$ cat config.mk
export PLATFORM = sky130hd
export DESIGN_NAME = i2c_slave_regfile
export DESIGN_NICKNAME = d
export VERILOG_FILES = /design/src/rtl/i2c_slave_regfile.sv
export SDC_FILE = /design/constraint.sdc
export NUM_CORES = 1
export LEC_CHECK = 0
export BUFFER_PORTS_ARGS = -buffer_cell sky130_fd_sc_hd__clkbuf_2
export CORE_UTILIZATION = 50
export CTS_BUF_LIST = sky130_fd_sc_hd__clkbuf_8 sky130_fd_sc_hd__clkbuf_16
export DETAILED_ROUTE_END_ITERATION = 10
export GPL_ROUTABILITY_DRIVEN = 0
export GPL_TIMING_DRIVEN = 0
export PLACE_DENSITY = 0.74
export SLEW_MARGIN = 20
export SYNTH_ARGS = -nofsm -noshare
export SYNTH_HDL_FRONTEND = slang
export SYNTH_SLANG_ARGS = --single-unit
$ cat constraint.sdc
create_clock -name clock -period 6.9 [get_ports clock]
set_input_delay 1.38 -clock clock [delete_from_list [all_inputs] [get_ports clock]]
set_output_delay 1.38 -clock clock [all_outputs]
set_load 0.02 [all_outputs]
$ cat src/rtl/i2c_slave_regfile.sv
// i2c_slave_regfile
// I2C slave in front of a DEPTH x 8 register file. The register file is
// addressed by a pointer that auto-increments and wraps modulo DEPTH.
// The slave never drives SCL. SDA is open-drain: sda_o is tied low and
// sda_t pulls the line low. A side port gives user logic direct access
// to the registers. When a bus write and a side-port write hit the same
// register in the same cycle, the bus write takes priority.
module i2c_slave_regfile #(
  parameter logic [6:0] SLAVE_ADDR = 7'h50,
  parameter int         DEPTH      = 16,
  parameter int         PTR_W      = $clog2(DEPTH),
  parameter int         FILTER     = 3
) (
  input  logic             clock,
  input  logic             rst_n,
  input  logic             scl_i,
  input  logic             sda_i,
  output logic             sda_o,
  output logic             sda_t,
  input  logic [PTR_W-1:0] usr_addr,
  output logic [7:0]       usr_rdata,
  input  logic             usr_we,
  input  logic [7:0]       usr_wdata,
  output logic             wr_stb,
  output logic [PTR_W-1:0] wr_idx,
  output logic [7:0]       wr_byte,
  output logic             busy
);

  localparam int CNT_W = (FILTER > 1) ? $clog2(FILTER) : 1;

  typedef enum logic [2:0] {
    IDLE,
    ADDR,
    A_ACK,
    PTR,
    WR,
    RD,
    R_ACK,
    IGNORE
  } state_t;

  genvar gi;

  // ---------------------------------------------------------------
  // Input conditioning.
  // Index 0 is SCL and index 1 is SDA.
  // Each pin passes through a 2-flop synchroniser and then a
  // stability filter.
  // ---------------------------------------------------------------
  logic [1:0] pin_raw;
  logic [1:0] line_filt;

  assign pin_raw = {sda_i, scl_i};

  for (gi = 0; gi < 2; gi++) begin : g_cond
    logic [1:0]       sync_reg;
    logic             filt_reg;
    logic [CNT_W-1:0] cnt_reg;

    // Synchronise the pin. The filtered level changes only after the
    // synchronised value has differed from it for FILTER consecutive
    // cycles.
    always_ff @(posedge clock or negedge rst_n) begin
      if (!rst_n) begin
        sync_reg <= 2'b11;
        filt_reg <= 1'b1;
        cnt_reg  <= '0;
      end else begin
        sync_reg <= {sync_reg[0], pin_raw[gi]};
        if (sync_reg[1] == filt_reg) begin
          cnt_reg <= '0;
        end else if (cnt_reg == CNT_W'(FILTER - 1)) begin
          filt_reg <= sync_reg[1];
          cnt_reg  <= '0;
        end else begin
          cnt_reg <= cnt_reg + 1'b1;
        end
      end
    end

    assign line_filt[gi] = filt_reg;
  end

  logic scl_f;
  logic sda_f;
  logic scl_prev_reg;
  logic sda_prev_reg;

  assign scl_f = line_filt[0];
  assign sda_f = line_filt[1];

  // Hold the previous filtered levels so edges can be detected.
  always_ff @(posedge clock or negedge rst_n) begin
    if (!rst_n) begin
      scl_prev_reg <= 1'b1;
      sda_prev_reg <= 1'b1;
    end else begin
      scl_prev_reg <= scl_f;
      sda_prev_reg <= sda_f;
    end
  end

  logic scl_rise;
  logic scl_fall;
  logic start_ev;
  logic stop_ev;

  assign scl_rise = scl_f & ~scl_prev_reg;
  assign scl_fall = ~scl_f & scl_prev_reg;
  assign start_ev = scl_f & scl_prev_reg & sda_prev_reg & ~sda_f;
  assign stop_ev  = scl_f & scl_prev_reg & ~sda_prev_reg & sda_f;

  // ---------------------------------------------------------------
  // Register file: one cell per entry.
  // ---------------------------------------------------------------
  logic [7:0]       regs [DEPTH];
  logic             wr_stb_reg;
  logic [PTR_W-1:0] wr_idx_reg;
  logic [7:0]       wr_byte_reg;

  for (gi = 0; gi < DEPTH; gi++) begin : g_reg
    logic [7:0] cell_reg;

    // Bus writes are checked first, so they win a same-cycle collision
    // with the side port.
    always_ff @(posedge clock or negedge rst_n) begin
      if (!rst_n) begin
        cell_reg <= 8'h00;
      end else if (wr_stb_reg && (wr_idx_reg == PTR_W'(gi))) begin
        cell_reg <= wr_byte_reg;
      end else if (usr_we && (usr_addr == PTR_W'(gi))) begin
        cell_reg <= usr_wdata;
      end
    end

    assign regs[gi] = cell_reg;
  end

  // ---------------------------------------------------------------
  // Protocol FSM.
  // ---------------------------------------------------------------
  state_t           state_reg;
  logic [7:0]       shift_reg;
  logic [3:0]       bit_cnt_reg;
  logic             rw_reg;
  logic [PTR_W-1:0] ptr_reg;
  logic             sda_t_reg;
  logic             ack_pend_reg;   // ACK to be driven at the next SCL fall
  logic             ack_slot_reg;   // currently driving the ACK of a received byte
  logic             byte_done_reg;  // one cycle after the 8th sampled bit
  logic             busy_reg;

  logic [7:0]       ptr_data;
  logic [PTR_W-1:0] ptr_inc;
  logic             addr_match;
  logic             ptr_in_range;

  assign ptr_data     = regs[ptr_reg];
  assign ptr_inc      = (ptr_reg == PTR_W'(DEPTH - 1)) ? '0 : ptr_reg + 1'b1;
  assign addr_match   = (shift_reg[7:1] == SLAVE_ADDR);
  assign ptr_in_range = ({1'b0, shift_reg} < 9'(DEPTH));

  // Single FSM. Bits are sampled on the SCL rise. sda_t is only changed
  // on the SCL fall. START and STOP override every state.
  always_ff @(posedge clock or negedge rst_n) begin
    if (!rst_n) begin
      state_reg     <= IDLE;
      shift_reg     <= 8'h00;
      bit_cnt_reg   <= 4'd0;
      rw_reg        <= 1'b0;
      ptr_reg       <= '0;
      sda_t_reg     <= 1'b0;
      ack_pend_reg  <= 1'b0;
      ack_slot_reg  <= 1'b0;
      byte_done_reg <= 1'b0;
      busy_reg      <= 1'b0;
      wr_stb_reg    <= 1'b0;
      wr_idx_reg    <= '0;
      wr_byte_reg   <= 8'h00;
    end else begin
      wr_stb_reg    <= 1'b0;
      byte_done_reg <= 1'b0;
      if (stop_ev) begin
        state_reg    <= IDLE;
        sda_t_reg    <= 1'b0;
        ack_pend_reg <= 1'b0;
        ack_slot_reg <= 1'b0;
        busy_reg     <= 1'b0;
      end else if (start_ev) begin
        // A repeated START keeps the pointer.
        state_reg    <= ADDR;
        sda_t_reg    <= 1'b0;
        ack_pend_reg <= 1'b0;
        ack_slot_reg <= 1'b0;
        bit_cnt_reg  <= 4'd0;
      end else begin
        case (state_reg)
          IDLE, IGNORE: begin
            sda_t_reg <= 1'b0;
          end

          ADDR, PTR, WR: begin
            // Shift in data bits. The ACK clock of a byte is not shifted.
            if (scl_rise && !ack_slot_reg) begin
              shift_reg   <= {shift_reg[6:0], sda_f};
              bit_cnt_reg <= bit_cnt_reg + 4'd1;
              if (bit_cnt_reg == 4'd7) begin
                byte_done_reg <= 1'b1;
              end
            end
            // Drive the ACK on the fall after the 8th bit, and release it
            // on the fall after the ACK clock.
            if (scl_fall) begin
              if (ack_pend_reg) begin
                sda_t_reg    <= 1'b1;
                ack_pend_reg <= 1'b0;
                ack_slot_reg <= 1'b1;
              end else if (ack_slot_reg) begin
                sda_t_reg    <= 1'b0;
                ack_slot_reg <= 1'b0;
                bit_cnt_reg  <= 4'd0;
              end
            end
            if (byte_done_reg) begin
              if (state_reg == ADDR) begin
                if (addr_match) begin
                  state_reg    <= A_ACK;
                  rw_reg       <= shift_reg[0];
                  ack_pend_reg <= 1'b1;
                  busy_reg     <= 1'b1;
                end else begin
                  state_reg <= IGNORE;
                end
              end else if (state_reg == PTR) begin
                if (ptr_in_range) begin
                  ptr_reg      <= shift_reg[PTR_W-1:0];
                  ack_pend_reg <= 1'b1;
                  state_reg    <= WR;
                end else begin
                  state_reg <= IGNORE;
                end
              end else begin
                wr_stb_reg   <= 1'b1;
                wr_idx_reg   <= ptr_reg;
                wr_byte_reg  <= shift_reg;
                ptr_reg      <= ptr_inc;
                ack_pend_reg <= 1'b1;
              end
            end
          end

          A_ACK: begin
            if (scl_fall) begin
              if (ack_pend_reg) begin
                sda_t_reg    <= 1'b1;
                ack_pend_reg <= 1'b0;
              end else if (rw_reg) begin
                // The byte is latched here. Later side-port writes do not
                // affect the byte that is being shifted out.
                state_reg   <= RD;
                shift_reg   <= ptr_data;
                sda_t_reg   <= ~ptr_data[7];
                bit_cnt_reg <= 4'd1;
              end else begin
                state_reg   <= PTR;
                sda_t_reg   <= 1'b0;
                bit_cnt_reg <= 4'd0;
              end
            end
          end

          RD: begin
            // bit_cnt_reg counts the bits already presented on the line.
            if (scl_fall) begin
              if (bit_cnt_reg == 4'd8) begin
                sda_t_reg <= 1'b0;
                ptr_reg   <= ptr_inc;
                state_reg <= R_ACK;
              end else begin
                shift_reg   <= {shift_reg[6:0], 1'b0};
                sda_t_reg   <= ~shift_reg[6];
                bit_cnt_reg <= bit_cnt_reg + 4'd1;
              end
            end
          end

          R_ACK: begin
            if (scl_rise && sda_f) begin
              state_reg <= IGNORE;
            end else if (scl_fall) begin
              state_reg   <= RD;
              shift_reg   <= ptr_data;
              sda_t_reg   <= ~ptr_data[7];
              bit_cnt_reg <= 4'd1;
            end
          end

          default: begin
            state_reg <= IDLE;
          end
        endcase
      end
    end
  end

  assign sda_o     = 1'b0;
  assign sda_t     = sda_t_reg;
  assign usr_rdata = regs[usr_addr];
  assign wr_stb    = wr_stb_reg;
  assign wr_idx    = wr_idx_reg;
  assign wr_byte   = wr_byte_reg;
  assign busy      = busy_reg;

endmodule

-- Yosys cells after proc, flatten, opt, wreduce, memory -nomap -nowiden
Index checks and enable logic that the tools add are counted.
W data, S select, Z words.
- $add $sub $neg: 4
- $lt $le $gt $ge: 3
- equal/unequal tests: 75
- mux-type cells: 131
- bitwise gates (word level): 21
- reductions and logical operators: 78
- operators by type and width (kind ; number):
    $mux W8 ; 44
    $eq A4 B4 Y1 const B ; 18
    $mux W4 ; 18
    $bmux W8 S4 ; 2
    $mux W1 ; 43
    $reduce_bool A2 Y1 ; 21
    $mux W3 ; 13
    $eq A4 B3 Y1 const B ; 9
    $logic_and A1 B1 Y1 ; 34
    $ne A4 B4 Y1 const B ; 8
    $pmux W8 S4 ; 1
    $reduce_and A8 Y1 ; 3
    $ne A2 B2 Y1 const B ; 11
    $ne A3 B3 Y1 const B ; 7
    $reduce_and A6 Y1 ; 3
    $eq A4 B2 Y1 const B ; 4
    $pmux W4 S4 ; 1
    $ne A5 B5 Y1 const B ; 3
    $eq A3 B3 Y1 const B ; 4
    $not A1 Y1 ; 12
    $pmux W3 S4 ; 1
    $reduce_and A11 Y1 ; 1
    $ge A5 B5 Y1 const B ; 2
    $mux W2 ; 5
    26 further kinds ; 44
- flip-flop bits (word level): 178
- input port bits: 17
- output and inout bits: 24

-- Depth between registers and ports, before layout
- word-level depth: 11
- gate-level depth with buffers: 8
- depth with buffers taken out: 7

-- Worst setup path after synthesis
Ideal clock, no wire load.
- kind: in2out
- start point: in usr_addr[0]
- end point: out usr_rdata[0]
- arrival: 2.883 ns
- data required time: 5.520 ns
- setup slack: 2.637 ns
- stages: 4
- path buffers: 2
- path through: clkbuf_1 buf_2 mux4_2 mux4_2
- longest elaborated chain between the ends: 4
- RTL lines (item ; RTL line ; text):
    start, declared ; 20 ; input logic [PTR_W-1:0] usr_addr,
    $not A4 Y5 (not written as such) ; 309 ; assign usr_rdata = regs[usr_addr];
    $bmux W8 S4 ; 309 ;
    $mux W8 (not written as such) (2 in series) ; 309 ;
    end, declared ; 21 ; output logic [7:0] usr_rdata,
No other way between the ends. The select of a mux whose other input is x is not followed.

-- Worst setup path in the final report
- start point: in usr_addr[1]
- end point: out usr_rdata[6]
Same word-level chain as after synthesis.

==> run_results.csv <==
group,metric,value,unit
sta,total_negative_slack,0,ns
routing,detailroute.via_count,9125,
grt,antenna_found_initial,2,
clock_tree,clock_tree.root_cell,"clkbuf_16",
cells_and_area,fraction_of_layout_cells_with_a_size_suffix_above_1,20.59,%
sta,finalHoldWorstSlack,0.3588,ns
critical_path,criticalPathCategory,"in -> out",
clock_tree,clkTransAtPathRegs,0.07,ns
synthesis,post_synth_inst_count,1012,
sta,fmax,205.2,MHz
power_and_ir_drop,netSwitchingFraction,37.38,%
routing,routed_via_density,6.714,
clock_tree,cts_setup_buffers,0,
cells_and_area,largest_register_ff_count,128,
placed_design,port_buffers,38,
critical_path,worst_setup_start_kind,"input pin",
routing,drt_wl_total,34850,microns
routing,drt_first_pass_iters,9,
grt,grt_start_max_net_pins,89,
power_and_ir_drop,irDropWorstVdd,0.0001819,V
grt,global_route_wire_length_before_repair,53520,microns
flow_run,max_cap_viol,0,
floorplanning,die_area,0.02213,sq mm
synthesis,synth_enable_flop_cells,0,
cells_and_area,layout.nets,1091,
grt,grt_usage,33.11,%
floorplanning,die_w,148.8,microns
clock_tree,clock_sinks,178,
grt,vias_in_the_first_global_route,8957,
clock_tree,cts_max_level,4,
routing,detail_route.wl_per_cell,25.65,microns
power_and_ir_drop,power.density_cell_area,341.4,mW/mm^2
sta,grt_setup_unrepaired,"no",
power_and_ir_drop,cellInternalPower,2.564,mW
floorplanning,floorplan.rows,53,
floorplanning,fp.coreArea,0.02109,sq mm
sta,finalCriticalPeriod,4.874,ns
synthesis,seq_area_frac_synth,41.45,%
power_and_ir_drop,power.net_switching,1.531,mW
critical_path,kind_of_capture_point_of_the_worst_setup_path,"primary output",
outcome,outcome,"completed",
cells_and_area,flow.area_growth_from_synthesis,11.39,%
synthesis,synthesis.area,0.01077,sq mm
power_and_ir_drop,seq_power_share,36.8,%
synthesis,warning_count_from_the_yosys_run,0,
sta,max-slew-margin-rel,31.58,%
floorplanning,die_y,148.8,microns
clock_tree,clock_path_buffers,2,
power_and_ir_drop,comb_power_share,37.5,%
floorplanning,ioPinCount,41,
placed_design,post-place-cells,1327,
sta,clock-skew-final,0.01473,ns
routing,antenna_left,0,
clock_tree,cts_tree,"yes",
cells_and_area,finalNonFillerCells,1359,
grt,globalRouteOverflowTotal,0,
floorplanning,initial_utilization,51.07,%
min_path,timing.hold.worst.class,"reg -> reg",
power_and_ir_drop,clock_power_share,25.6,%
sta,tightestPinTransition,1.018,ns
critical_path,required,5.52,ns
sta,slew_viol_final,0,
synthesis,synthesis.area_per_instance,10.64,sq um
synthesis,dominantRegCellSynth,"dfrtp_1",
placed_design,dp_hpwl,24310,microns
synthesis,synth_cell_types,69,
clock_tree,cts_stage_hold_buffer_count,0,
grt,busiest_layer,"met2",
sta,finalSetupViolCount,0,
routing,drt_iter0_markers,1207,
critical_path,worstPathArrival,3.49,ns
synthesis,postSynthNetCount,1032,
cells_and_area,finish.utilization,56.88,%
synthesis,synth_async_sr_flop_share,100.0,%
routing,post-route-drc-count,0,
power_and_ir_drop,power.leakage,5.098,nW
clock_tree,post_cts_resize_count,0,
grt,use_met3,10.06,%
clock_tree,numCtsBuffers,17,
cells_and_area,final.fill_count,1798,
grt,grt_util_met1,41.84,%
sta,layout_worst_path_cycle_share,70.64,%
critical_path,cp_max_fo,10,
clock_tree,worst_skew_pair.late_latency,0.44,ns
synthesis,ys_seq_elements,178,
sta,timing_hold_violations_final,0,
grt,globalRouteMet2Util,49.81,%
[layout make-up]
type	instances	area, sq um	share of cell area, %
multi-input combinational	736	5871	48.94
sequential	178	4464	37.22
clock buffer	17	425.4	3.546
buffer	87	399.1	3.327
tap	275	344.1	2.868
timing repair buffer	40	254.0	2.117
clock inverter	14	193.9	1.617
inverter	11	41.29	0.3442
antenna	1	2.502	0.02086
[critical path, stage by stage]
cell and delay (ns):
clkbuf_2 0.13, buf_2 0.26, buf_1 0.54, mux4_2 0.45
mux4_2 0.54, clkbuf_2 0.19
[cells by family after synthesis]
group,Yosys count,synth area share (%)
flops,178,41.45
compound gates,224,12.04
buf+inv,98,4.090
fa+ha+maj,3,0.3486
mux,237,29.91
simple gates,268,11.89
xor+xnor,3,0.2440
other cells,1,0.03482
[per-stage QoR]
step | setup WS (ns) | instance area, sq um | power (mW)
3_5_place_dp | 2.069 | 11370 | 2.992
3_3_place_gp | 1.031 | 11300 | 2.957
4_1_cts | 2.068 | 11990 | 4.036
5_1_grt | 1.984 | 12000 | 4.245
6_report | 2.026 | 12000 | 4.095
2_1_floorplan | 2.637 | 10770 | 2.522
[power groups by stage]
stage,Combinational (mW),Clock (mW),Sequential [mW]
after floorplan,1.09,0,1.43
after global placement,1.45,0,1.50
after detailed placement,1.48,0,1.52
after CTS,1.49,1.05,1.50
after global routing,1.62,1.09,1.53
final,1.54,1.05,1.51
[worst paths after layout]
path	startpoint	to	slack (ns)	cells past startpoint
hold reg to reg	g_cond[0].sync_reg[0]$_DFF_PN1_	g_cond[0].sync_reg[1]$_DFF_PN1_	0.36	0
setup reg to reg	ptr_reg[1]$_DFFE_PN0P_	shift_reg[1]$_DFFE_PN0P_	3.69	7
max in group asynchronous	rst_n	g_cond[1].sync_reg[1]$_DFF_PN1_	4.97	3
setup / recovery	usr_addr[1]	usr_rdata[6]	2.03	6
min in group asynchronous	rst_n	g_reg[1].cell_reg[4]$_DFFE_PN0P_	0.82	1
hold / removal	g_cond[0].sync_reg[0]$_DFF_PN1_	g_cond[0].sync_reg[1]$_DFF_PN1_	0.36	0
[cell usage in the layout (no fill, tap or decap), drive strengths merged, types with 7 or more instances in the layout]
cell,count
clkbuf,110
dfstp,8
inv,19
mux4,65
nand3,16
nor2b,11
a21oi,105
o21ai,65
mux2,28
dfrtp,170
nand2,66
nor3,7
nor2,112
nand2b,15
o22ai,11
buf,34
mux2i,144
[layer usage]
| metal | up-vias | wire length, microns |
|---|---|---|
| met5 | - | 0 |
| met4 | 0 | 2266 |
| met2 | 642 | 15920 |
| met1 | 4473 | 12530 |
| met3 | 170 | 4130 |
| li1 | 3840 | - |
[synthesized netlist by cell type, drive strengths merged, types with 7 or more instances]
library cell,instances,area (sq um)
a21oi,105,529.3
buf,32,170.2
clkbuf,55,229.0
dfrtp,170,4254
dfstp,8,210.2
inv,11,41.29
mux2,28,315.3
mux2i,144,1441
mux4,65,1464
nand2,66,247.7
nand2b,15,101.3
nand3,16,80.08
nor2,112,432.9
nor2b,11,68.82
nor3,7,35.03
o21ai,65,329.1
o22ai,11,68.82
Note: power is estimated with default switching activity, not from simulation.
